==> config.mk <==
export PLATFORM = sky130hd
export DESIGN_NAME = universal_register
export DESIGN_NICKNAME = d
export VERILOG_FILES = /design/src/rtl/universal_register_pkg.sv /design/src/rtl/universal_register_next.sv /design/src/rtl/universal_register.sv
export SDC_FILE = /design/constraint.sdc
export NUM_CORES = 1
export LEC_CHECK = 0
export CAP_MARGIN = 20
export CORE_MARGIN = 4
export CORE_UTILIZATION = 45
export CTS_BUF_LIST = sky130_fd_sc_hd__clkbuf_2 sky130_fd_sc_hd__clkbuf_4 sky130_fd_sc_hd__clkbuf_8
export CTS_CLUSTER_SIZE = 28
export DETAILED_ROUTE_END_ITERATION = 10
export PLACE_DENSITY = 0.79
export SYNTH_ARGS = -nofsm -noshare
export SYNTH_HDL_FRONTEND = slang
export SYNTH_SLANG_ARGS = --single-unit
==> constraint.sdc <==
create_clock -name clock -period 3 [get_ports clock]
set_input_delay 0.6 -clock clock [delete_from_list [all_inputs] [get_ports clock]]
set_output_delay 0.6 -clock clock [all_outputs]
set_load 0.01 [all_outputs]
==> src/rtl/universal_register_pkg.sv <==
// Shared definitions for the universal register: mode encodings used by the
// register itself, the control unit and the ALU.
package universal_register_pkg;

  localparam int MODE_W = 3;

  localparam logic [MODE_W-1:0] MODE_HOLD = 3'b000;
  localparam logic [MODE_W-1:0] MODE_LOAD = 3'b001;
  localparam logic [MODE_W-1:0] MODE_INC  = 3'b010;
  localparam logic [MODE_W-1:0] MODE_DEC  = 3'b011;
  localparam logic [MODE_W-1:0] MODE_SHL  = 3'b100;
  localparam logic [MODE_W-1:0] MODE_SHR  = 3'b101;
  localparam logic [MODE_W-1:0] MODE_ROL  = 3'b110;
  localparam logic [MODE_W-1:0] MODE_ROR  = 3'b111;

  // True for the two modes that consume serial_in.
  function automatic logic mode_uses_serial(input logic [MODE_W-1:0] m);
    return (m == MODE_SHL) || (m == MODE_SHR);
  endfunction

endpackage

==> src/rtl/universal_register_next.sv <==
// Combinational next-state logic: computes the next register value and
// carry/shift-out bit for every mode.
module universal_register_next
  import universal_register_pkg::*;
#(
  parameter int WIDTH = 8
) (
  input  logic [WIDTH-1:0]  i_q,
  input  logic              i_carry,
  input  logic [WIDTH-1:0]  i_d,
  input  logic [MODE_W-1:0] i_mode,
  input  logic              i_serial_in,
  output logic [WIDTH-1:0]  o_q_next,
  output logic              o_carry_next
);

  logic [WIDTH:0]   w_inc;
  logic [WIDTH-1:0] w_dec;
  logic             w_borrow;

  assign w_inc    = {1'b0, i_q} + {{WIDTH{1'b0}}, 1'b1};
  assign w_dec    = i_q - {{(WIDTH-1){1'b0}}, 1'b1};
  assign w_borrow = (i_q == '0);

  // Unknown or HOLD mode falls through to the default and keeps state.
  always_comb begin
    o_q_next     = i_q;
    o_carry_next = i_carry;
    case (i_mode)
      MODE_LOAD: begin
        o_q_next     = i_d;
        o_carry_next = 1'b0;
      end
      MODE_INC: begin
        o_q_next     = w_inc[WIDTH-1:0];
        o_carry_next = w_inc[WIDTH];
      end
      MODE_DEC: begin
        o_q_next     = w_dec;
        o_carry_next = w_borrow;
      end
      MODE_SHL: begin
        o_q_next     = {i_q[WIDTH-2:0], i_serial_in};
        o_carry_next = i_q[WIDTH-1];
      end
      MODE_SHR: begin
        o_q_next     = {i_serial_in, i_q[WIDTH-1:1]};
        o_carry_next = i_q[0];
      end
      MODE_ROL: begin
        o_q_next     = {i_q[WIDTH-2:0], i_q[WIDTH-1]};
        o_carry_next = i_q[WIDTH-1];
      end
      MODE_ROR: begin
        o_q_next     = {i_q[0], i_q[WIDTH-1:1]};
        o_carry_next = i_q[0];
      end
      default: begin
        o_q_next     = i_q;
        o_carry_next = i_carry;
      end
    endcase
  end

endmodule

==> src/rtl/universal_register.sv <==
// Parametrised multi-mode register with registered carry/shift-out and a
// combinational zero flag. Priority: clear, then clock_enable, then mode.
module universal_register
  import universal_register_pkg::*;
#(
  parameter int               WIDTH       = 8,
  parameter logic [WIDTH-1:0] RESET_VALUE = '0
) (
  input  logic              clock,
  input  logic              clear,
  input  logic              clock_enable,
  input  logic [MODE_W-1:0] mode,
  input  logic [WIDTH-1:0]  d,
  input  logic              serial_in,
  output logic [WIDTH-1:0]  q,
  output logic              carry_out,
  output logic              zero
);

  logic [WIDTH-1:0] r_q;
  logic             r_carry;
  logic [WIDTH-1:0] w_q_next;
  logic             w_carry_next;

  universal_register_next #(
    .WIDTH (WIDTH)
  ) u_next (
    .i_q          (r_q),
    .i_carry      (r_carry),
    .i_d          (d),
    .i_mode       (mode),
    .i_serial_in  (serial_in),
    .o_q_next     (w_q_next),
    .o_carry_next (w_carry_next)
  );

  // The next-state value is only consumed when enabled and not clearing,
  // so an unknown mode in those cycles cannot reach the flops.
  always_ff @(posedge clock) begin
    if (clear) begin
      r_q     <= RESET_VALUE;
      r_carry <= 1'b0;
    end else if (clock_enable) begin
      r_q     <= w_q_next;
      r_carry <= w_carry_next;
    end
  end

  assign q         = r_q;
  assign carry_out = r_carry;
  assign zero      = ~|r_q;

endmodule
# [Yosys cells after proc, flatten, opt, wreduce, memory -nomap -nowiden]
# Cells that the tools add are included.
[word_totals] ff_bits=9 inputBits=15 output_inout_bits=10
[classes] add_sub_neg=2 eq_ne=7 muxes=2 n_reduce_logical=9
[ops] cell="$pmux 8 s7" count=1
[ops] cell="$eq 3x3->1 const B" count=4
[ops] cell="$add 8x1->9 const B" count=1
[ops] cell="$logic_not 8->1" count=1
[ops] cell="$reduce_or 8->1" count=1
[ops] cell="$sub 8x1->8 const B" count=1
[ops] cell="$reduce_bool 7->1" count=1
[ops] cell="$eq 3x2->1 const B" count=2
[ops] cell="$pmux 1 s5" count=1
[ops] cell="$reduce_bool 5->1" count=1
[ops] cell="$reduce_and 2->1" count=2
[ops] cell="$reduce_or 2->1" count=2
[ops] cell="$eq 3x1->1 const B" count=1
[ops] cell="$logic_not 1->1" count=1

# [Longest topological paths before layout]
# Gate-level depths: netlist (run 1).
[logic_depth] depth_word=4 ltp_mapped=7

# [Hierarchy]
# Synthesis (run 1) repeated with hierarchy kept, for this count alone.
[hier_totals] hier_cells=151 area_unflattened_um2=1112.3
[modules_own_cells] module="universal_register_next" instances=1 cells_per_inst=119 area_per_inst_um2=780.7
[modules_own_cells] module="universal_register" instances=1 cells_per_inst=32 area_per_inst_um2=331.6

# [Least setup slack after synthesis (run 1)]
# OpenSTA, ideal clock, no wires.
[synth_path] path_kind="register -> output" start="register r_q[4], in the netlist q[4]" end="output port zero" t_arrival_ns=1.383 required_ns=2.400 setup_slack_ns=1.017 stages_incl_launch_ff=4 path_buffers=1 cell_sequence="dfxtp_1 > buf_6 > or4_4 > nor4b_4"
[synth_between] elab_chain_cells=2
[synth_rtl] item="start: declaration" line="universal_register.sv:20" text="logic [WIDTH-1:0] r_q;"
[synth_rtl] item="start signal: assignment" line="universal_register.sv:44" text="r_q <= w_q_next;"
[synth_rtl] item="$reduce_or 8->1" line="universal_register.sv:51" text="assign zero = ~|r_q;"
[synth_rtl] item="$logic_not 1->1" line="universal_register.sv:51"
[synth_rtl] item="end: declaration" line="universal_register.sv:17" text="output logic zero"
# No other way between the ends.

# [Worst setup path in the final report (run 1)]
# Same ends and word-level chain as after synthesis.

==> results, run 1 <==
- The flow ran to the end, and the final reports show no timing, DRC or antenna violations.
- The share of synthesized area in the top cell type comes to 0.179.
- Routability-driven placement finished with a final weighted congestion of between 0.8 and 0.9.
- Static timing analysis puts the maximum clock frequency at roughly 360 MHz.
- The capturing element type of the critical path is an output port.
- The total via count in the routed design is 1,138.
- The met3 wire length is 212 um.
- Of the total power, the share spent switching nets is 0.355.
- The final period demand of the worst path is between 2 and 3 ns.
- The number of cells in the design after placement is approximately 170.
- The fraction of final layout cells with drive strength greater than 1 is 0.113.
- The share of total power dissipated in the clock network is 0.253.
- Clock-pin slew was measured on the worst setup and hold paths at approximately 0.070 ns.
- The core box area is 2040 um^2.
- The horizontal die dimension is 55.3 um.
- The post-layout net count is approximately 170.
- In this run the tightest slew margin relative to its limit is 0.677.
- After detailed routing, the number of remaining DRC violations is 0.
- The signal arrival time at the worst endpoint is between 2 and 2.5 ns.
- Setup slack closes at approximately 0.22 ns.
- Setup repair after global routing left no endpoint under its margin.
- The worst hold path class is reg -> reg.
- The port buffer count is 24.
- The routed length on met2 is 1450 um.
- The cell count after synthesis is 135.
- The leakage power of the design is 0.457 nW.
- From synthesis to final layout, the design area changed by 26.6%.
- The filler cell count in the final layout is ~190.
- The first global-routing pass estimated around 4800 um of wire.
- The aggregate global-route resource usage is 0.194.
- The number of pins with negative max-slew slack in the final report came to 0.
- The vertical die dimension is about 55 um.
- The post-CTS setup repair buffer count is 0.
- The worst-case vdd ir drop is 0.203 mV.
- The number of antenna diodes in the final layout is 0.
- The share of total power dissipated in combinational logic is 0.397.
- The via count of the first global-routing pass was 1,009.
- Ranked by total cell area, the synthesized netlist is headed by dfxtp_1 18%, mux2i_1 6.0%, a21oi_1 5.5%.
- The full die area is 3050 um^2.
- Counting along the longest clock path gives a buffer depth of 2.
- In the final routing, the length of wire on met1 measures 1230 um.
- The initial standard-cell utilization of the core is 0.492.
- Summing every instance area after synthesis gives 1000 um^2.
- The final instance area is 1270 um^2.
- The hold buffer count at cts is 0.
- The number of levels in the clock H-tree is 1.
- Post-CTS repair changed the size of 0 cells.
- The analysis attributes to net switching a power of 0.155 mW.
- The net count after synthesis is about 150.
- By count the netlist is led by 11 x a21oi_1, 10 x o21ai_0, 9 x clkbuf_1, 9 x dfxtp_1, 7 x nor2_1.
- In this run the power density over the cells is 344 nW/um^2.
- Prior to clock tree synthesis, the placed netlist has a worst setup slack of 0.455 ns.
- The clock sink total is 9.
- The footprint of the flip-flops and latches is about 180 um^2.
- Entering global routing, the biggest net connects 21 pins.
- The initial antenna violation count is 0.
- The share of flip-flops with an asynchronous set or reset is 0.
- For this run, the number of Yosys warnings is 0.
- The data required time of the worst path is about 2.4 ns.
- The wire length per cell after detailed routing is between 15 and 20 um.
- The share of total power dissipated in sequential elements is 0.349.
- In the finished design, the share of the clock period the worst path needs comes to 0.926.
- The remaining global-route overflow is 0.
- The detailed-router iteration count before antenna repair is 4.
- The top-level port count is 25.
- The library cell used as clock root buffer is clkbuf_4.
- The utilization of the core after routing is 0.623.
- The detail-routed via count per cell is 6.39.
- The largest driver fanout on the critical path is 10.
- The internal power summed over all cells is ~0.28 mW.
- The placed instances occupy a cell area of ~1200 um^2.
- TritonCTS built the clock tree.
- The number of synthesized flops with an enable pin is 0.
- The maximum clock skew at final layout is approximately 0.0031 ns.
- Once detail routing completed, the nets flagged for antenna violations numbered 0.
- The total CTS buffers is 3.
- Routed signal wires occupy layers up through met4.
- Yosys instantiated no cell more often than a21oi_1.
- The number of distinct library cells after synthesis is 52.
- The final layout contains routed wiring with a total length of 2930 um.
- The number of max-cap violations is 0.
- The total negative slack is 0 ns.
- The final number of hold-violating endpoints is 0.
- The post-detailed-placement half-perimeter wirelength is 2040 um.
- Setup violations remaining at the end of the flow were counted as 0.
- In this run, synthesis produced a sequential element count of 9.
- The kind of critical path is reg -> out.
- For the worst-skew pair, the clock arrives at the later sink with an insertion delay of 0.28 ns.
- For this run, the register share of the synthesized area comes to 0.179.
- The slew at the pin closest to its max-slew limit is 0.485 ns.
- The number of standard cells in the final layout excluding fillers is 178.
- The cell taking the most area after synthesis is dfxtp_1.
- The most used flip-flop cell after synthesis is dfxtp_1.
- The nature of the critical path startpoint is a flip-flop.
- The detailed router finished its first iteration with 53 violations.
- Row generation in the floorplan step produced 16 rows.
- The synthesized area per cell is 7.44 um^2.
- The multi-input combinational cells in the finished layout cover a total of 723 um^2.
worst paths after layout:
kind / start / end / slack [ns] / cells past startpoint
worst max register to register: q[0]$_SDFFE_PP0P_ / q[7]$_SDFFE_PP0P_ / 1.25 / 3
worst min register to register: carry_out$_SDFFE_PP0P_ / carry_out$_SDFFE_PP0P_ / 0.54 / 2
worst min-delay path: carry_out$_SDFFE_PP0P_ / carry_out$_SDFFE_PP0P_ / 0.54 / 2
worst max-delay path: q[4]$_SDFFE_PP0P_ / zero / 0.22 / 3
per-layer routing:
metal | vias up | global-route usage
met5 | - | 0
met4 | 0 | 0.0903
met3 | 4 | 0.0536
met2 | 47 | 0.299
met1 | 543 | 0.248
li1 | 544 | -
per-stage QoR:
| stage | power [mW] | hold slack (ns) |
|---|---|---|
| final | 0.438 | 0.544 |
| after global routing | 0.463 | 0.592 |
| after CTS | 0.435 | 0.544 |
| after detailed placement | 0.326 | 0.534 |
| after global placement | 0.323 | 0.524 |
| after floorplan | 0.262 | 0.553 |
worst max-delay path, cell delays in order (launching register included):
cell and delay [ns]:
dfxtp_1 0.40, or4_4 0.62, nor4b_4 0.30, clkdlybuf4s50_1 0.58
cells by family (layout without fill, tap and decap cells):
logic type	count (synthesis)	count (layout)	synth area share
flip-flops	9	9	0.179
multiplexers	6	6	0.0598
AO/OA/AOI/OAI	44	44	0.298
XOR/XNOR	3	3	0.0262
adder cells (fa/ha/maj)	2	2	0.0249
buffers and inverters	22	38	0.101
AND/OR/NAND/NOR	49	49	0.311
power groups by stage:
stage	Sequential, mW	Combinational, mW	Clock (mW)
floorplan	0.142	0.120	0
global placement	0.155	0.168	0
detailed placement	0.155	0.171	0
CTS	0.152	0.173	0.110
global route	0.156	0.187	0.120
finish	0.153	0.174	0.111
state kept, by name, indices dropped and copies added, names as in the netlist:
register / count
q: 8
carry_out: 1
cell usage in the layout (no fill, tap or decap), types with 2 or more instances in the layout:
cell type | synthesis | routed
o21ai_0 | 10 | 10
mux2i_1 | 6 | 6
a21oi_1 | 11 | 11
a311oi_1 | 2 | 2
ha_1 | 2 | 2
nand4_1 | 2 | 2
nand3_1 | 3 | 3
clkbuf_4 | 0 | 4
nor2_1 | 7 | 7
a31oi_1 | 3 | 3
buf_4 | 2 | 3
nor3b_1 | 2 | 2
nor4_1 | 2 | 2
inv_1 | 6 | 6
and3_1 | 3 | 3
a221oi_1 | 2 | 2
nand3b_1 | 2 | 2
clkdlybuf4s50_1 | 0 | 24
o211ai_1 | 2 | 2
xnor2_1 | 2 | 2
nand2b_1 | 2 | 2
nor3_1 | 5 | 5
dfxtp_1 | 9 | 9
nor4b_1 | 2 | 2
a211oi_1 | 2 | 2
or3_1 | 2 | 2
nand2_1 | 6 | 6
o22ai_1 | 2 | 2
final cells by class:
class,count,share of cell area
flip-flops and latches,9,0.142
clock buffers,4,0.0236
inverters,6,0.0177
well taps,27,0.0265
repair buffers,28,0.222
multi-input cells,104,0.568
(Power assumes the default switching activity.)
==> inputs of run 2 (changes only) <==
- clock period: 3 -> 2.91 ns (I/O delays scaled with it)
==> results, run 2 (synthesis gave the netlist of run 1 again) <==
- The run finished with clean final reports.
- The largest individual stage delay along the critical path comes from the cell or4_4.
- The number of inserted diodes came to 0 (unchanged).
- The hold buffer count at cts was 0 (unchanged).
- The initial antenna violation count is 0 (unchanged).
- The post-detailed-placement half-perimeter wirelength is 2140 um (+4.9%).
- The vertical die dimension is 55.3 um (unchanged).
- The data required time of the worst path is 2.33 ns (-0.07 ns).
- The worst hold path class is reg -> reg.
- Walking the worst path, the cells encountered are or4_4 -> nor4b_4 -> clkdlybuf4s50_1.
- The standard-cell row count is 16 (unchanged).
- The worst-case vdd ir drop is 0.187 mV (-7.9%).
- The aggregate global-route resource usage came to 0.199 (+0.00471).
- The length in cells of the worst reg-to-reg path is 5 (+2).
- The signal arrival time at the worst endpoint is 2.20 ns (+0.02 ns).
- The flip-flop count of the largest register after layout is 8 (unchanged).
- The post-layout net count is 170 (+0.59%).
- The final RePlAce weighted congestion came to 0.941 (+5.4%).
- The count of nets left with antenna violations after detail routing is 0 (unchanged).
- The final cycle utilization of the critical path is 0.956.
- The depth of the worst hold-timing path is 2 (unchanged).
- The multi-input combinational cell area is 723 um^2 (unchanged).
- The total via count in the routed design came to 1,114 (-2.1%).
- The areal power density over the cells is 354 nW/um^2 (+2.7%).
- The library cell used most frequently in the layout, excluding fill and tap cells, is clkdlybuf4s50_1.
- The wire length per cell after detailed routing is 16.4 um (-0.22%).
- The fmax is 359 MHz.
- The worst setup path is captured at an output port.
- The final number of hold-violating endpoints came to 0 (unchanged).
- The largest net degree at the start of global routing is 25 (+19%).
- The footprint of the flip-flops and latches is 180 um^2 (unchanged).
- The library cells used most frequently in the layout, excluding fill and tap cells, are 24 x clkdlybuf4s50_1, 11 x a21oi_1, 10 x o21ai_0.
- The clock sink total was 9 (unchanged).
- The largest stage delay on the critical path is 0.62 ns (about the same).
- The core box area is 2040 um^2 (unchanged).
- The fraction of final layout cells with drive strength greater than 1 is 0.118 (+0.00584).
- The number of pins with negative max-slew slack in the final report is 0 (unchanged).
- The total CTS buffers came to 3 (unchanged).
- The deepest clock path buffer count is 2 (unchanged).
- The full die area was 3050 um^2 (unchanged).
- The worst-case hold path end point is carry_out$_SDFFE_PP0P_.
- The wire length of the first global-routing pass came to 5000 um (+4.2%).
- The post-CTS setup repair buffer count is 0 (unchanged).
- The register clock-pin slew on the reported worst setup and hold paths is 0.07 ns (about the same).
- The via count of the first global-routing pass is 1,096 (+8.6%).
- The number of setup violations in the final report is 0 (unchanged).
- The insertion delay of the later-clocked pin in the worst-skew pair is 0.27 ns (about the same).
- The slew at the pin closest to its max-slew limit is 0.453 ns (-0.0313 ns).
- The total DRC errors in the routed layout is 0 (unchanged).
- The port buffer count was 24 (unchanged).
- The worst register-to-register path ends at carry_out$_SDFFE_PP0P_.
- The worst max-slew margin expressed relative to the limit is 0.697 (+0.0203).
- The top-level port count came to 25 (unchanged).
- The number of max-cap violations is 0 (unchanged).
- The number of cells in the design after placement is 175 (+0.57%).
- The worst setup path is of the reg -> out kind.
- The TritonCTS clock tree is done.
- Setup repair after global routing left no endpoint under its margin.
- The total detailed-routing wirelength came to 2940 um (+0.34%).
- The nature of the critical path startpoint is a flip-flop.
- The setup slack of the most critical reg-to-reg path is 1.21 ns (-0.04 ns).
- The number of resized instances in the post-cts repair step is 0 (unchanged).
- Subtracting the final worst setup slack from the clock period gives 2.78 ns.
- The largest driver fanout on the critical path is 10 (unchanged).
- The DRC marker count from the first detailed-route iteration is 32 (-40%).
- The initial standard-cell utilization of the core is 0.492 (unchanged).
- The horizontal die dimension is 55.3 um (unchanged).
- The startpoint of the most critical register-to-register path is q[0]$_SDFFE_PP0P_.
- The leakage power of the design is 0.458 nW (about the same).
- The number of levels in the clock H-tree is 1 (unchanged).
- The detail-routed via count per cell came to 6.22 (-2.7%).
- The maximum clock skew at final layout came to 0.00455 ns (+0.00147 ns).
- The detailed-router iteration count before antenna repair is 5 (+1).
- The cell sitting at the root of the clock tree is a clkbuf_4.
- Relative to the synthesized area, the layout overhead comes to 26.2%.
- The filler cell count in the final layout is 196 (+4.8%).
- The number of standard cells in the final layout excluding fillers is 179 (+0.56%).
- The remaining global-route overflow was 0 (unchanged).
- The critical hold path startpoint is carry_out$_SDFFE_PP0P_.
- The total negative slack is 0 ns (unchanged).
run 2: changes by cell type in the layout (fill, tap and decap cells not counted):
| cell | previous run | this run |
|---|---|---|
| buf_12 | 1 | 0 |
| buf_4 | 3 | 5 |
run 2: layout make-up:
type                       instances  area share
timing repair buffer              29       0.219
tap                               27      0.0267
multi-input combinational        104       0.571
inverter                           6      0.0178
clock buffer                       4      0.0237
sequential                         9       0.142
run 2: worst max-delay path: cells and delay by family, from the launching register on:
kind,cells,cell delay [ns]
DFF,1,0.40
and+or+nand+nor,2,0.95
buffers and inverters,1,0.59
run 2: metrics by stage:
step	utilization	area, um^2	power (mW)	setup slack [ns]	hold WS (ns)
finish	0.621	1270	0.448	0.127	0.554
global route	0.621	1270	0.478	0.0457	0.594
CTS	0.621	1270	0.448	0.119	0.553
detailed placement	0.606	1240	0.335	0.414	0.544
global placement	0.606	1240	0.330	0.461	0.525
floorplan	-	1000	0.270	0.945	0.553
run 2: worst max-delay path by stage:
stage	slack, ns	start	endpoint	cells past startpoint
5_1_grt	0.05	q[4]$_SDFFE_PP0P_	zero	3
2_1_floorplan	0.94	q[4]$_SDFFE_PP0P_	zero	3
4_1_cts	0.12	q[4]$_SDFFE_PP0P_	zero	3
3_5_place_dp	0.41	q[4]$_SDFFE_PP0P_	zero	3
6_report	0.13	q[4]$_SDFFE_PP0P_	zero	3
3_3_place_gp	0.46	q[4]$_SDFFE_PP0P_	zero	3
run 2: per-layer routing:
metal / track usage / wire [um] / vias up
li1: - / - / 545
met1: 0.253 / 1350 / 528
met2: 0.329 / 1390 / 33
met3: 0.0326 / 141 / 8
met4: 0.0799 / 70 / 0
met5: 0 / 0 / -
run 2: where the power goes:
| part | switching, mW | leakage [nW] | internal, mW |
|---|---|---|---|
| Clock | 0.0508 | 0.0184 | 0.0624 |
| Sequential | 0.0242 | 0.0741 | 0.133 |
| Combinational | 0.0826 | 0.365 | 0.0953 |
| Total | 0.158 | 0.458 | 0.291 |
